<file path="config.mk">
export PLATFORM = sky130hd
export DESIGN_NAME = adder_sum_accumulator
export DESIGN_NICKNAME = d
export VERILOG_FILES = /design/src/rtl/adder_sum_accumulator.sv
export SDC_FILE = /design/constraint.sdc
export NUM_CORES = 1
export LEC_CHECK = 0
export CORE_AREA = 2 2 74 58
export CTS_CLUSTER_SIZE = 8
export DETAILED_ROUTE_END_ITERATION = 8
export DIE_AREA = 0 0 76 60
export PLACE_DENSITY = 0.8
export SYNTH_ARGS = -nofsm -noshare
export SYNTH_HDL_FRONTEND = slang
export SYNTH_SLANG_ARGS = --single-unit
</file>
<file path="constraint.sdc">
create_clock -name clk -period 6.44 [get_ports clk]
set_input_delay 0.966 -clock clk [delete_from_list [all_inputs] [get_ports clk]]
set_output_delay 0.966 -clock clk [all_outputs]
set_load 0.05 [all_outputs]
</file>
<file path="src/rtl/adder_sum_accumulator.sv">
// Sums NUM_SAMPLES accepted sums into one batch total with a sticky overflow flag.
// Result is visible the cycle after the final accept; input stalls (in_ready=0) while the result waits.
module adder_sum_accumulator #(
   parameter int IN_W        = 9,
   parameter int ACC_W       = 16,
   parameter int NUM_SAMPLES = 4,
   parameter int CNT_W       = $clog2(NUM_SAMPLES + 1)
) (
   input  logic             clk,
   input  logic             rst,
   input  logic             in_valid,
   input  logic [IN_W-1:0]  in_data,
   output logic             in_ready,
   output logic             out_valid,
   input  logic             out_ready,
   output logic [ACC_W-1:0] out_sum,
   output logic             out_ovf
);

   generate
      if (ACC_W < IN_W) begin : g_bad_acc_w
         $error("adder_sum_accumulator: ACC_W must be >= IN_W");
      end
      if (NUM_SAMPLES < 1) begin : g_bad_num_samples
         $error("adder_sum_accumulator: NUM_SAMPLES must be >= 1");
      end
   endgenerate

   typedef enum logic {
      ACCUM = 1'b0,
      HOLD  = 1'b1
   } state_t;

   state_t           r_state;
   state_t           w_state_nxt;
   logic [ACC_W-1:0] r_acc;
   logic [CNT_W-1:0] r_cnt;
   logic             r_ovf_acc;
   logic             r_out_valid;
   logic [ACC_W-1:0] r_out_sum;
   logic             r_out_ovf;

   logic             w_in_ready;
   logic             w_accept;
   logic             w_last;
   logic [ACC_W:0]   w_sum;

   // Top bit of w_sum is the carry-out of the ACC_W-bit addition.
   assign w_sum    = {1'b0, r_acc} + {{(ACC_W + 1 - IN_W){1'b0}}, in_data};
   assign w_last   = (r_cnt == CNT_W'(NUM_SAMPLES - 1));
   assign w_accept = in_valid && w_in_ready;

   always_ff @(posedge clk or posedge rst) begin
      if (rst) begin
         r_state <= ACCUM;
      end else begin
         r_state <= w_state_nxt;
      end
   end

   always_comb begin
      w_state_nxt = r_state;
      w_in_ready  = 1'b0;
      case (r_state)
         ACCUM: begin
            w_in_ready = 1'b1;
            if (in_valid && w_last) begin
               w_state_nxt = HOLD;
            end
         end
         HOLD: begin
            if (out_ready) begin
               w_state_nxt = ACCUM;
            end
         end
         default: w_state_nxt = ACCUM;
      endcase
   end

   always_ff @(posedge clk or posedge rst) begin
      if (rst) begin
         r_acc       <= '0;
         r_cnt       <= '0;
         r_ovf_acc   <= 1'b0;
         r_out_valid <= 1'b0;
         r_out_sum   <= '0;
         r_out_ovf   <= 1'b0;
      end else if (w_accept) begin
         if (w_last) begin
            r_out_sum   <= w_sum[ACC_W-1:0];
            r_out_ovf   <= r_ovf_acc | w_sum[ACC_W];
            r_out_valid <= 1'b1;
            r_acc       <= '0;
            r_cnt       <= '0;
            r_ovf_acc   <= 1'b0;
         end else begin
            r_acc       <= w_sum[ACC_W-1:0];
            r_ovf_acc   <= r_ovf_acc | w_sum[ACC_W];
            r_cnt       <= r_cnt + CNT_W'(1);
         end
      end else if (r_state == HOLD && out_ready) begin
         // out_sum/out_ovf deliberately keep their values after the handshake.
         r_out_valid <= 1'b0;
      end
   end

   assign in_ready  = w_in_ready;
   assign out_valid = r_out_valid;
   assign out_sum   = r_out_sum;
   assign out_ovf   = r_out_ovf;

endmodule

</file>
==> impl_metrics.tcl <==
set metrics [dict create \
    fin_skew_ns 0.005212 \
    drive_gt1_share_pct 8.936 \
    synth_top_family_by_area "compound AO/OA/AOI/OAI gates" \
    ff2ff_path_depth 5 \
    cts_resized 0 \
    wirelength_mm 3.976 \
    crit_type "input port to flop" \
    grt_pass1_vias 1541 \
    routedWlPerCell_um 13.71 \
    start_util_pct 52.74 \
    synth_most_common_cell "dfrtp_1" \
    yosys.area_share.simple_pct 11.19 \
    fin_util_pct 64.16 \
    yosys-top-cells-count "dfrtp_1 (39), nand2_1 (31), a21oi_1 (17)" \
    dp.final_hpwl_mm 2.792 \
    setup_viol 0 \
    netlist_area_sq_mm 0.002046 \
    end_kind "flop" \
    worst_setup_path_start_kind "input port" \
    path_clk_slew_ns 0.08 \
    p_per_area_mw_per_mm2 489.3 \
    area_growth_pct 21.65 \
    synth_top_cell_by_area "dfrtp_1" \
    rows 20 \
    cts.sinks 39 \
    portBuffers 31 \
    grt.total_usage_pct 20.37 \
    gp_congestion 0.8077 \
    placed_cells 282 \
    die_area_sq_mm 0.004560 \
    clk_latency_ns 0.30 \
    avgSynthCellArea_sq_um 10.13 \
    die_w_um 76 \
    busiest_layer "met2" \
    firstDrtPassIters 4 \
    drc 0 \
    synth_cell_types 38 \
    regToRegEndpoint "out_sum[5]$_DFFE_PP0P_" \
    power_mw 1.218 \
    synth_xor_area_share_pct 5.138 \
    cts_hold_buf 0 \
    h-tree-depth 2 \
    drt-vias-per-instance 5.400 \
    finalCritPeriodShare_pct 48.76 \
    syn_inst 202 \
    arrival_ns 3.32 \
    antenna_cells 0 \
    maxCapViolCount 0 \
    finalHoldViolations 0 \
    cts_tree "built" \
    place_area_sq_mm 0.002404 \
    worst_pin_slew_ns 1.011 \
    ios 32 \
    maxSlewHeadroom_pct 32.41 \
    clockRootBuffer "clkbuf_8" \
    synth_mux_area_share_pct 3.853 \
    syn-num-nets 226 \
    slew_violations 0 \
    hold_ws_ns 0.4823 \
    fmax_mhz 318.4 \
    synth_edf_count 0 \
    antenna_found_initial 0 \
    hp-class "flop to flop" \
    period_needed_ns 3.140 \
    met3_usage_pct 4.381 \
    grt_remaining_overflow 0 \
    synth_compound_area_share_pct 22.32 \
    grt_pass1_wl_mm 7.134 \
    setup_tns_ns 0 \
    worst_slack_ns 3.300 \
    cts_buffers 5 \
    grt_util_met2_pct 32.53 \
    pre_cts_slack_ns 2.983 \
    r2r_slack_ns 3.96 \
    synth_seq_cells 39 \
    synth_fa_ha_area_share_pct 7.095 \
    synthArstFlopShare_pct 100.0 \
    final_net_count 258 \
    p_leak_nw 1.076 \
    cp-startpoint "in_valid" \
    rsz0062_at_grt "no" \
    yosys_most_used_dff "dfrtp_1" \
    yosys_warnings 0 \
    fin_cells 290 \
    final_area_sq_mm 0.002489 \
    reg2reg_from "r_state$_DFF_PP0_" \
    cts_max_path_buffers 2 \
    drtIter0Drc 88 \
    ant_nets 0 \
    ir_drop_v 0.0003630 \
    use_met1_pct 27.34 \
    worstPathMaxFanout 30 \
    setup.worst_path.end "out_sum[5]$_DFFE_PP0P_" \
    vias 1566 \
    synth_area_leaders "dfrtp_1 (48%), ha_1 (6.1%), nand2_1 (5.7%), xnor2_1 (4.3%), a21oi_1 (4.2%)" \
    die_y_um 60 \
    fp.coreArea_sq_mm 0.003879 \
    required_ns 6.62 \
    synth_top_area_share_pct 47.71 \
    ys_seq_area_share_pct 47.71 \
    cts_setup_buffers 0 \
    outcome "finished, final reports clean" \
    grt_max_degree 40 \
]
[critical path, stage by stage]
cell and delay [ns]:
clkdlybuf4s50_1 0.48, nand2_1 0.33, a21o_1 0.35, nand2_1 0.76, mux2_2 0.42
[layout make-up]
cell class	count	area, sq um
sequential	39	975.9
fill	333	1390
multi-input combinational	150	1015
clock buffer	6	72.57
tap	55	68.82
timing repair buffer	33	325.3
clock inverter	2	12.51
inverter	5	18.77
[registers in the layout, indices dropped and copies added (netlist names)]
| signal | count |
|---|---|
| r_state | 1 |
| r_ovf_acc | 1 |
| out_valid | 1 |
| r_acc | 16 |
| r_cnt | 3 |
| out_sum | 16 |
| out_ovf | 1 |
[cells in the final DEF (no fill, tap or decap), types with 5 or more instances in the layout]
cell / synthesis / layout
nand2_1: 31 / 31
o21ai_0: 15 / 15
inv_1: 5 / 5
o21ai_1: 6 / 6
dfrtp_1: 39 / 39
nor2_1: 9 / 9
a21oi_1: 17 / 17
clkdlybuf4s50_1: 0 / 31
xnor2_1: 10 / 10
a22o_1: 9 / 9
clkbuf_8: 0 / 5
mux2_2: 7 / 7
ha_1: 10 / 10
a31oi_1: 5 / 5
[per-layer routing]
metal	routed length [um]	share of wire, %	vias up
met1	2063	52	730
met3	222	5.6	8
met4	74	1.9	0
met5	0	0	-
met2	1615	41	41
li1	-	-	787
[power by group]
group	leakage (nW)	switching, mW	internal, mW	total [mW]
Combinational	0.537	0.401	0.259	0.660
Sequential	0.498	0.0632	0.331	0.394
Clock	0.0412	0.0875	0.0757	0.163
Total	1.08	0.552	0.666	1.22
[kinds of logic after synthesis]
| group | Yosys count |
|---|---|
| compound gates | 67 |
| simple gates | 53 |
| flops | 39 |
| buf+inv | 13 |
| xor+xnor | 12 |
| fa+ha+maj | 11 |
| mux | 7 |
[how the worst min path moves through the flow]
stage,to,startpoint,cells after the start
2_1_floorplan,r_cnt[1]$_DFFE_PP0P_,r_cnt[1]$_DFFE_PP0P_,2
3_3_place_gp,out_valid$_DFFE_PP0P_,out_valid$_DFFE_PP0P_,2
3_5_place_dp,out_sum[9]$_DFFE_PP0P_,out_sum[9]$_DFFE_PP0P_,2
4_1_cts,out_sum[9]$_DFFE_PP0P_,out_sum[9]$_DFFE_PP0P_,2
5_1_grt,out_sum[9]$_DFFE_PP0P_,out_sum[9]$_DFFE_PP0P_,2
6_report,out_sum[9]$_DFFE_PP0P_,out_sum[9]$_DFFE_PP0P_,2
Note: power is estimated with default switching activity, not from simulation.
